$ cat config.mk
export PLATFORM = sky130hd
export DESIGN_NAME = rom_fetch_arbiter
export DESIGN_NICKNAME = d
export VERILOG_FILES = /design/src/rtl/rom_fetch_arbiter.sv
export SDC_FILE = /design/constraint.sdc
export NUM_CORES = 1
export LEC_CHECK = 0
export BUFFER_PORTS_ARGS = -buffer_cell sky130_fd_sc_hd__buf_2
export CAP_MARGIN = 20
export CORE_MARGIN = 2
export CORE_UTILIZATION = 52
export DETAILED_ROUTE_END_ITERATION = 16
export PLACE_DENSITY = 0.8
export SLEW_MARGIN = 20
export SYNTH_ARGS = -nofsm -noshare
export SYNTH_HDL_FRONTEND = slang
export SYNTH_SLANG_ARGS = --single-unit
$ cat constraint.sdc
create_clock -name clk -period 2.75 [get_ports clk]
set_input_delay 0.55 -clock clk [delete_from_list [all_inputs] [get_ports clk]]
set_output_delay 0.55 -clock clk [all_outputs]
set_load 0.005 [all_outputs]
$ cat src/rtl/rom_fetch_arbiter.sv
// rom_fetch_arbiter: round-robin IF/LD arbiter reading 4-byte little-endian words from a byte-wide ROM
module rom_fetch_arbiter #(
  parameter int ROM_BYTES = 16384
) (
  input  logic        clk,
  input  logic        rst_n,
  input  logic        if_req,
  input  logic [31:0] if_addr,
  output logic        if_ready,
  output logic        if_rvalid,
  output logic [31:0] if_rdata,
  output logic        if_err,
  input  logic        ld_req,
  input  logic [31:0] ld_addr,
  output logic        ld_ready,
  output logic        ld_rvalid,
  output logic [31:0] ld_rdata,
  output logic        ld_err,
  output logic [31:0] rom_addr,
  input  logic [7:0]  rom_data,
  output logic        busy
);
  typedef enum logic [1:0] {IDLE, FETCH, DRAIN, ERR} state_t;
  state_t      state;
  logic [1:0]  cnt;
  logic [31:0] base;
  logic        port;
  logic        last_ld;
  logic [23:0] lanes;
  logic        grant_if, grant_ld, bad;
  logic [31:0] acc_addr, resp_data;
  always_comb begin
    grant_if  = if_req & (~ld_req | last_ld);
    grant_ld  = ld_req & ~grant_if;
    if_ready  = (state == IDLE) & grant_if;
    ld_ready  = (state == IDLE) & grant_ld;
    acc_addr  = grant_ld ? ld_addr : if_addr;
    bad       = (|acc_addr[1:0]) || (acc_addr > 32'(ROM_BYTES - 4));
    rom_addr  = (state == FETCH) ? base + 32'(cnt) : '0;
    busy      = state != IDLE;
    resp_data = (state == DRAIN) ? {rom_data, lanes} : '0;
  end
  always_ff @(posedge clk or negedge rst_n) begin
    if (!rst_n) begin
      state     <= IDLE;
      cnt       <= '0;
      base      <= '0;
      port      <= 1'b0;
      last_ld   <= 1'b1;
      lanes     <= '0;
      if_rvalid <= 1'b0;
      if_rdata  <= '0;
      if_err    <= 1'b0;
      ld_rvalid <= 1'b0;
      ld_rdata  <= '0;
      ld_err    <= 1'b0;
    end else begin
      if_rvalid <= 1'b0;
      ld_rvalid <= 1'b0;
      case (state)
        IDLE: if (grant_if | grant_ld) begin
          base    <= acc_addr;
          port    <= grant_ld;
          last_ld <= grant_ld;
          cnt     <= '0;
          state   <= bad ? ERR : FETCH;
        end
        FETCH: begin
          cnt <= cnt + 2'd1;
          // bytes arrive in order, so shifting in from the top leaves {b2,b1,b0}
          if (cnt != 2'd0) lanes <= {rom_data, lanes[23:8]};
          if (cnt == 2'd3) state <= DRAIN;
        end
        default: begin
          state <= IDLE;
          if (port) begin
            ld_rvalid <= 1'b1;
            ld_rdata  <= resp_data;
            ld_err    <= state == ERR;
          end else begin
            if_rvalid <= 1'b1;
            if_rdata  <= resp_data;
            if_err    <= state == ERR;
          end
        end
      endcase
    end
  end
endmodule

### Word level (Yosys, flattened, before mapping)

Cells that the tools add are included.

* add/subtract/negate cells: 2
* order comparisons: 1
* equality and inequality tests: 6
* multiplexer cells: 13
* bitwise operators: 10
* reduce and logical (&&, ||, !) cells: 13

Operators by type and width (count)
* $mux W32: 3
* $add A32 B2 Y32: 1
* $gt A32 B14 Y1 const B: 1
* $reduce_and A2 Y1: 6
* $mux W2: 4
* $pmux W2 S2: 2
* $eq A2 B2 Y1 const B: 3
* $reduce_bool A2 Y1: 3
* $and A1 B1 Y1: 4
* $mux W1: 4
* $ne A2 B1 Y1 const B: 2
* $not A1 Y1: 4
* $reduce_or A2 Y1: 2
* $add A2 B1 Y2 const B: 1
* $eq A2 B1 Y1 const B: 1
* $logic_not A2 Y1: 1
* $or A1 B1 Y1: 2
* $logic_or A1 B1 Y1: 1

* bits in registers: 130
* input bits: 76
* output and inout bits: 103

### Logic depth before layout (Yosys ltp)

Gate-level depths: netlist (run 1).

* depth in word-level cells: 11
* mapped depth: 7
* mapped depth without buffers: 7

### Least setup slack after synthesis (run 1)

Ideal clock, no wire load.

* path type: register to output
* start: register cnt[1]
* end: output rom_addr[27]
* arrival: 1.863 ns
* setup slack: 0.337 ns
* cell stages (with the launch flop): 8
* buffers on the path: 1
* cell sequence: dfrtp_1 ha_1 a21o_1 and4_1 clkbuf_1 nand4_1 or3_1 a21oi_1

* word-level cells in the longest chain between the ends: 2

RTL lines
* from (decl): RTL line 25 `logic [1:0] cnt;`
* from (signal assigned): RTL line 69 `cnt <= cnt + 2'd1;`
* $add A32 B2 Y32: RTL line 39 `rom_addr = (state == FETCH) ? base + 32'(cnt) : '0;`
* $mux W32: RTL line 39
* to (decl): RTL line 19 `output logic [31:0] rom_addr,`

No other way between the ends.

### Worst setup path after layout (run 1)

* start: register cnt[1]
* end: output rom_addr[31]

Same word-level chain as after synthesis.

==> impl_metrics.csv, run 1 <==
group,metric,value,unit
synth,synth-seq-cells,130,
clock_network,clkLatencyLatePin,0.41,ns
floorplan,row_count,39,
routing,drc,0,
run_status,status,"finished with violations",
timing,setup_tns,-0.2884,ns
pwr,internal_power,6.026,mW
clock_network,cts_tree,"done",
floorplan,start_util,0.5350,
grt,antenna_found_initial,0,
grt,overflow,0,
timing,max_freq,350.3,MHz
timing,slew_viol_final,0,
placed_design,gp_congestion,0.8852,
timing,period_needed,2.855,ns
cells_and_area,n_antenna_cell,0,
routing,drt-pass1-iter-count,5,
timing,finalHoldViolations,0,
pwr,power.leakage,3.958,nW
timing,fin_worst_skew,0.007580,ns
routing,ant_nets,0,
routing,vias,5292,
setup_path,crit_fanout,3,
run_status,violations,"negative setup slack",
timing,timing.final.ws_setup,-0.1051,ns
synth,synth.distinct_cells,36,
synth,synthFlopType,"dfrtp_1",
synth,syn-cell-area,6135,sq um
clock_network,cts-root-buf,"clkbuf_16",
setup_path,rr_startpoint,"state[1]$_DFFE_PN0P_",
pwr,power_frac_seq,0.376,
cells_and_area,drive_gt1_frac,0.3450,
routing,via_per_inst,5.444,
floorplan,ios,179,
pwr,vdd_drop_max,685.9,uV
setup_path,critPathLaunch,"cnt[1]$_DFFE_PN0P_",
pwr,comb_power_share,0.359,
setup_path,cp.arrival,2.31,ns
clock_network,clockBufferDepth,2,
cells_and_area,final_nets,897,
pwr,p_per_area,1167,nW/um^2
clock_network,numCtsBuffers,17,
placed_design,hpwl,11110,um
placed_design,port_buffers,178,
setup_path,worst-setup-path-type,"register to output port",
floorplan,fp.dieW,112.6,um
job,maxCapViolations,0,
timing,maxSlewHeadroom,0.5231,
grt,grt_pass1_vias,5206,
setup_path,crit_path_end_kind,"output port",
hold_path,hold_class,"input port to asynchronous set/reset pin",
synth,syn_nets,712,
routing,initialDrtViolationCount,327,
setup_path,reg2reg_slack,0.94,ns
synth,synth_top_cell_area_share,0.5262,
timing,worst_pin_slew,0.7129,ns
synth,synthTopCellsByArea,"dfrtp_1, o21ai_0, nand2_1",
timing,fin_crit_sh,1.038,
grt,grt_use_total,0.2535,
timing,worst_hold_slack,0.06926,ns
floorplan,die_area,12680,sq um
setup_path,crit_required,2.20,ns
synth,synth-seq-area-share,0.5305,
synth,synthArstFlopShare,1.000,
routing,drt-wirelength-per-cell,16.07,um
pwr,switchingPower,3.375,mW
cells_and_area,area_delta_synth_final,31.33,%
floorplan,die_h,112.6,um
pwr,clkPwrFrac,0.265,
cells_and_area,nFillCells,860,
clock_network,cts.clk_slew.worst_paths,0.06,ns
synth,synth_cells,631,
synth,post-synth-top-count-cell,"dfrtp_1",
synth,ys_warn_count,0,
synth,synth_area_leader_cell,"dfrtp_1",
clock_network,htree_num_levels,4,
timing,rsz0062_at_grt,"yes",
routing,drt_wl_total,15620,um
synth,synth_edf_count,0,
placed_design,dp_slack,0.1959,ns
clock_network,cts_sinks,130,
synth,synth_area_per_cell,9.722,sq um
setup_path,start_kind,"register",
timing,finalSetupViolations,8,
grt,grt_max_degree,53,
grt,grt_pass1_wl,25560,um
floorplan,fp.coreArea,11470,sq um
synth,yosys-top-cells-count,"dfrtp_1, nand2_1, o21ai_0, nor2_1, nand2b_1",
pwr,p_sw_frac,0.3590,
[layer usage]
metal | wire [um] | GRT usage | share of wire | vias to the layer above
met2 | 8012 | 0.4391 | 0.51 | 195
met5 | 0 | 0 | 0 | -
met3 | 952 | 0.05724 | 0.061 | 21
li1 | - | - | - | 2521
met4 | 238 | 0.07967 | 0.015 | 0
met1 | 6414 | 0.3168 | 0.41 | 2555
[worst paths after layout]
kind                                                  to  cells past startpoint
worst max-delay path                        rom_addr[31]                      7
worst min-delay path            ld_rdata[20]$_DFFE_PN0P_                      1
worst max register to register     lanes[16]$_DFFE_PN0P_                      5
worst min register to register  if_rdata[23]$_DFFE_PN0P_                      2
max in group asynchronous            last_ld$_DFFE_PN1P_                      2
min in group clk                   lanes[19]$_DFFE_PN0P_                      2
[state kept, by name (all words and copies together) (netlist names)]
register	cells
base	32
cnt	2
if_err	1
if_rdata	32
if_rvalid	1
lanes	24
last_ld	1
ld_err	1
ld_rdata	32
ld_rvalid	1
port	1
state	2
[cell usage in the layout, fill, tap and decap left out, drive strengths merged]
cell | Yosys | routed
o31ai | 1 | 1
fa | 1 | 1
ha | 4 | 4
bufinv | 0 | 5
nor2b | 1 | 1
clkinv | 0 | 4
dfrtp | 129 | 129
clkbuf | 30 | 19
a221oi | 1 | 1
nand2b | 34 | 34
clkinvlp | 0 | 1
xnor2 | 12 | 12
a21boi | 1 | 1
nor3b | 1 | 1
nand3 | 10 | 10
and4 | 6 | 6
a21o | 1 | 1
and3 | 6 | 6
a21oi | 3 | 3
o21bai | 1 | 1
xor2 | 15 | 15
nand4 | 13 | 13
or4 | 1 | 1
nand2 | 114 | 114
mux2i | 32 | 32
inv | 8 | 11
or3 | 4 | 4
dfstp | 1 | 1
nor4 | 11 | 11
and2 | 9 | 9
o21ai | 103 | 103
nor3 | 7 | 7
nor2 | 37 | 37
buf | 8 | 204
mux2 | 26 | 26
[area by class of cell]
| type | count | area (sq um) | area share |
|---|---|---|---|
| multi-input cells | 455 | 2815 | 0.3494 |
| well taps | 143 | 178.9 | 0.02221 |
| repair buffers | 204 | 1121 | 0.1392 |
| flip-flops and latches | 130 | 3254 | 0.4039 |
| clock inverters | 13 | 203.9 | 0.02531 |
| clock buffers | 19 | 452.9 | 0.05622 |
| inverters | 8 | 30.03 | 0.003727 |
[power by group through the flow]
stage	Sequential (mW)	Clock [mW]	Combinational [mW]
floorplan	3.36	0	2.00
global placement	3.50	0	3.12
detailed placement	3.57	0	3.23
CTS	3.54	2.51	3.36
global route	3.65	2.60	3.79
finish	3.54	2.49	3.37
[kinds of logic after synthesis]
kind of cell,after synthesis,share of synthesized area
compound gates,111,0.09280
fa+ha+maj,5,0.01142
flops,130,0.5305
mux,58,0.09994
xor+xnor,27,0.03855
simple gates,254,0.1970
buf+inv,46,0.02978
[stage by stage]
stage          total power [mW]  cells    util  area [sq um]
5_1_grt                   10.05    972  0.7026          8056
6_report                  9.402    972  0.7026          8056
2_1_floorplan             5.363    631       -          6135
3_5_place_dp              6.803    931  0.6314          7241
3_3_place_gp              6.626    931  0.6314          7241
4_1_cts                   9.402    969  0.6970          7993
[critical path: stages, from the launching register on]
cell	delay [ns]
dfrtp_1	0.39
ha_1	0.28
a21o_1	0.14
nand4_1	0.13
or3_4	0.35
or3_4	0.33
a21oi_2	0.13
buf_2	0.13
[timing repair]
item | in CTS | in global routing
pin swaps | 10 | 8
setup endpoints to repair | 22 | 23
resized for setup | 13 | 7
hold buffers | 0 | 0
buffers inserted | 6 | 4
Power figures use the tool's default switching activity.
==> inputs of run 2 (changes only) <==
--- a/config.mk
+++ b/config.mk
@@ -11,6 +11,7 @@
 export CORE_UTILIZATION = 52
 export DETAILED_ROUTE_END_ITERATION = 16
 export PLACE_DENSITY = 0.8
+export SKIP_CTS_REPAIR_TIMING = 1
 export SLEW_MARGIN = 20
 export SYNTH_ARGS = -nofsm -noshare
 export SYNTH_HDL_FRONTEND = slang
==> impl_metrics.csv, run 2 (synthesized netlist as in run 1, its figures left out) <==
group,metric,value,unit
timing,worst_pin_slew,0.7138,ns
grt,grt_max_degree,53,
grt,use_met3,0.05724,
clock_network,htree_num_levels,4,
grt,grt_pass1_wl,25320,um
routing,drt_wl_total,15680,um
clock_network,cts_tree,"done",
routing,drt-wirelength-per-cell,16.18,um
cells_and_area,top_regs,"base (32), if_rdata (32), ld_rdata (32)",
pwr,power.leakage,3.951,nW
pwr,internal_power,6.020,mW
setup_path,crit_fanout,3,
timing,slew_viol_final,0,
job,maxCapViolations,0,
timing,setup_tns,-0.8874,ns
routing,via_per_inst,5.464,
grt,grt_pass1_vias,5155,
clock_network,clkLatencyLatePin,0.41,ns
clock_network,clockBufferDepth,2,
cells_and_area,final_nets,894,
pwr,switchingPower,3.378,mW
setup_path,start_kind,"register",
clock_network,cts-root-buf,"clkbuf_16",
cells_and_area,final_common_cell,"buf_2",
run_status,status,"finished with violations",
floorplan,row_count,39,
grt,grt-busiest-layer,"met2",
routing,vias,5295,
cells_and_area,fin_util,0.7022,
timing,period_needed,2.937,ns
grt,grt_use_total,0.2510,
timing,maxSlewHeadroom,0.5224,
cells_and_area,area_delta_synth_final,31.27,%
pwr,power_frac_seq,0.377,
pwr,clkPwrFrac,0.265,
placed_design,port_buffers,178,
routing,ant_nets,0,
cells_and_area,nFillCells,860,
cells_and_area,n_antenna_cell,0,
run_status,violations,"negative setup slack",
setup_path,worst-setup-path-type,"register to output port",
routing,initialDrtViolationCount,317,
hold_path,hold_class,"input port to asynchronous set/reset pin",
grt,overflow,0,
setup_path,cp.arrival,2.39,ns
timing,fin_crit_sh,1.068,
pwr,p_sw_frac,0.3594,
pwr,vdd_drop_max,688.5,uV
timing,timing.final.ws_setup,-0.1866,ns
timing,max_freq,340.5,MHz
setup_path,crit_path_end_kind,"output port",
clock_network,numCtsBuffers,17,
floorplan,fp.coreArea,11470,sq um
floorplan,die_area,12680,sq um
clock_network,cts.clk_slew.worst_paths,0.06,ns
timing,finalSetupViolations,14,
clock_network,cts_sinks,130,
timing,worst_hold_slack,0.06816,ns
timing,fin_worst_skew,0.006521,ns
pwr,p_per_area,1167,nW/um^2
grt,antenna_found_initial,0,
routing,drc,0,
floorplan,fp.dieW,112.6,um
pwr,comb_power_share,0.358,
grt,use_met1,0.3157,
cells_and_area,mostFrequentLayoutCells,"buf_2, dfrtp_1, nand2_1",
grt,use_met2,0.4315,
cells_and_area,drive_gt1_frac,0.3438,
placed_design,hpwl,11110,um
floorplan,start_util,0.5350,
placed_design,gp_congestion,0.8852,
routing,drt-pass1-iter-count,5,
timing,finalHoldViolations,0,
floorplan,die_h,112.6,um
floorplan,ios,179,
placed_design,dp_slack,0.1959,ns
setup_path,crit_required,2.20,ns
timing,rsz0062_at_grt,"yes",
run 2: worst max-delay path, cell delays in order, from the launching register on:
cell and delay (ns):
dfrtp_1 0.40, ha_1 0.30, a21o_1 0.14, nand4_1 0.13
or3_4 0.41, or3_4 0.33, a21oi_2 0.12, buf_2 0.13
run 2: power groups by stage:
stage	Sequential [mW]	Clock, mW	Combinational [mW]
floorplan	3.36	0	2.00
global placement	3.50	0	3.12
detailed placement	3.57	0	3.23
CTS	3.55	2.51	3.27
global route	3.66	2.60	3.78
finish	3.54	2.49	3.37
run 2: layout make-up:
class	count	area [sq um]	share of cell area
clock inverters	13	203.9	0.02533
clock buffers	19	452.9	0.05625
inverters	8	30.03	0.003729
flip-flops and latches	130	3256	0.4043
well taps	143	178.9	0.02222
repair buffers	201	1099	0.1364
multi-input cells	455	2833	0.3518
run 2: per-stage QoR:
step,instance area [sq um],power (mW),cells
global route,8053,10.04,969
floorplan,6135,5.363,631
global placement,7241,6.626,931
finish,8053,9.398,969
detailed placement,7241,6.803,931
CTS,7898,9.329,963
run 2: final timing paths:
check | to | from | slack [ns] | cells past startpoint
max in group asynchronous | last_ld$_DFFE_PN1P_ | rst_n | 1.89 | 2
worst min register to register | if_rdata[21]$_DFFE_PN0P_ | if_rdata[21]$_DFFE_PN0P_ | 0.47 | 2
worst max-delay path | rom_addr[31] | base[1]$_DFFE_PN0P_ | -0.19 | 7
min in group clk | lanes[20]$_DFFE_PN0P_ | rom_data[4] | 0.40 | 2
worst max register to register | lanes[16]$_DFFE_PN0P_ | state[1]$_DFFE_PN0P_ | 0.94 | 5
worst min-delay path | ld_rdata[20]$_DFFE_PN0P_ | rst_n | 0.07 | 1
run 2: per-layer routing:
| layer | vias up | routed length (um) | part of all wire |
|---|---|---|---|
| li1 | 2510 | - | - |
| met1 | 2544 | 6368 | 0.41 |
| met2 | 211 | 8008 | 0.51 |
| met3 | 30 | 1013 | 0.065 |
| met4 | 0 | 285 | 0.018 |
| met5 | - | 0 | 0 |
==> inputs of run 3 (changes only) <==
--- a/config.mk
+++ b/config.mk
@@ -11,6 +11,7 @@
 export CORE_UTILIZATION = 52
 export DETAILED_ROUTE_END_ITERATION = 16
 export PLACE_DENSITY = 0.8
+export REMOVE_ABC_BUFFERS = 1
 export SKIP_CTS_REPAIR_TIMING = 1
 export SLEW_MARGIN = 20
 export SYNTH_ARGS = -nofsm -noshare
==> impl_metrics.csv, run 3 (synthesized netlist as in run 1, its figures left out) <==
group,metric,value,unit
setup_path,crit_fanout,4,
timing,fin_worst_skew,0.01074,ns
pwr,clkPwrFrac,0.261,
timing,period_needed,2.908,ns
floorplan,die_area,12680,sq um
placed_design,gp_congestion,0.8698,
placed_design,hpwl,10790,um
cells_and_area,nFillCells,871,
floorplan,ios,179,
timing,rsz0062_at_grt,"yes",
clock_network,cts-root-buf,"clkbuf_16",
routing,drt_wl_total,15280,um
clock_network,cts_tree,"done",
setup_path,reg2reg_depth,4,
cells_and_area,regArea,3257,sq um
pwr,power_frac_seq,0.383,
pwr,vdd_drop_max,670.3,uV
pwr,switchingPower,3.376,mW
run_status,status,"finished with violations",
setup_path,cp.arrival,2.36,ns
pwr,comb_power_share,0.356,
timing,worst_pin_slew,0.8679,ns
routing,drc,0,
cells_and_area,n_antenna_cell,0,
grt,overflow,0,
pwr,p_per_area,1157,nW/um^2
cells_and_area,mostFrequentLayoutCells,"buf_2, dfrtp_1, nand2_1",
clock_network,htree_num_levels,4,
floorplan,fp.dieW,112.6,um
routing,ant_nets,0,
routing,drt-pass1-iter-count,5,
timing,finalSetupViolations,9,
cells_and_area,final_common_cell,"buf_2",
setup_path,reg2reg_slack,0.80,ns
timing,finalHoldViolations,0,
floorplan,row_count,39,
setup_path,crit_required,2.20,ns
timing,slew_viol_final,0,
setup_path,r2r_end,"lanes[13]$_DFFE_PN0P_",
pwr,p_sw_frac,0.3639,
grt,grt_pass1_wl,24270,um
setup_path,crit_path_end_kind,"output port",
routing,vias,5191,
routing,initialDrtViolationCount,415,
floorplan,start_util,0.5350,
cells_and_area,top_regs,"base (32), if_rdata (32), ld_rdata (32)",
timing,fin_crit_sh,1.058,
run_status,violations,"negative setup slack",
clock_network,numCtsBuffers,17,
pwr,total_power,9.278,mW
setup_path,rr_startpoint,"state[0]$_DFFE_PN0P_",
cells_and_area,area_delta_synth_final,30.68,%
clock_network,clockBufferDepth,2,
grt,antenna_found_initial,1,
grt,grt_pass1_vias,5038,
pwr,internal_power,5.902,mW
hold_path,hold_class,"input port to asynchronous set/reset pin",
timing,max_freq,343.8,MHz
floorplan,die_h,112.6,um
timing,maxSlewHeadroom,0.4193,
cells_and_area,multi_input_area,2848,sq um
setup_path,start_kind,"register",
clock_network,clkLatencyLatePin,0.41,ns
routing,drt-wirelength-per-cell,15.86,um
cells_and_area,fin_util,0.6991,
timing,timing.final.ws_setup,-0.1584,ns
routing,via_per_inst,5.390,
grt,grt_max_degree,63,
setup_path,worst-setup-path-type,"register to output port",
pwr,power.leakage,3.915,nW
placed_design,port_buffers,178,
cells_and_area,final_nets,888,
cells_and_area,drive_gt1_frac,0.3402,
grt,grt_use_total,0.2389,
job,maxCapViolations,0,
floorplan,fp.coreArea,11470,sq um
clock_network,cts_sinks,130,
clock_network,cts.clk_slew.worst_paths,0.06,ns
run 3: power groups by stage:
stage                     logic (mW)  clock network [mW]  registers [mW]
final                           3.30                2.42            3.55
after detailed placement        3.18                   0            3.55
after CTS                       3.21                2.46            3.53
after global routing            3.71                2.53            3.67
after global placement          3.07                   0            3.48
after floorplan                 1.87                   0            3.42
run 3: worst max path at each step:
stage	endpoint	slack (ns)	startpoint	cells past startpoint
after global routing	rom_addr[31]	-0.31	cnt[1]$_DFFE_PN0P_	7
final	rom_addr[31]	-0.16	cnt[1]$_DFFE_PN0P_	7
after floorplan	ld_ready	-2.26	ld_req	2
after CTS	rom_addr[31]	-0.23	cnt[1]$_DFFE_PN0P_	7
after detailed placement	rom_addr[28]	0.23	cnt[0]$_DFFE_PN0P_	8
after global placement	rom_addr[31]	0.27	cnt[1]$_DFFE_PN0P_	7
run 3: worst max-delay path, cell delays in order, from the launching register on:
cell and delay [ns]:
dfrtp_2 0.45, ha_4 0.27, a21o_1 0.14, nand4_1 0.13
or3_1 0.34, or3_1 0.33, a21oi_2 0.16, buf_2 0.14
run 3: cell type report:
| class | instances | share of cell area |
|---|---|---|
| multi-input cells | 455 | 0.3552 |
| inverters | 8 | 0.003746 |
| well taps | 143 | 0.02232 |
| repair buffers | 195 | 0.1325 |
| clock inverters | 14 | 0.02513 |
| clock buffers | 18 | 0.05478 |
| flip-flops and latches | 130 | 0.4063 |
run 3: metrics by stage:
stage	worst slack [ns]	area, sq um	std cells	TNS (ns)	hold slack (ns)
CTS	-0.2313	7860	959	-2.018	0.2083
global placement	0.2727	7219	927	0	0.4556
detailed placement	0.2269	7219	927	0	0.4651
floorplan	-2.263	5982	593	-80.45	0.2544
finish	-0.1584	8016	963	-0.9792	0.1990
global route	-0.3124	8016	963	-2.906	0.2396
run 3: routing by layer:
metal / vias to the layer above / routed length, um / share of wire / global-route usage
met5: - / 0 / 0 / 0
met4: 0 / 264 / 0.017 / 0.08293
met3: 23 / 958 / 0.063 / 0.04806
met2: 207 / 7730 / 0.51 / 0.4072
met1: 2460 / 6322 / 0.41 / 0.3052
li1: 2501 / - / - / -
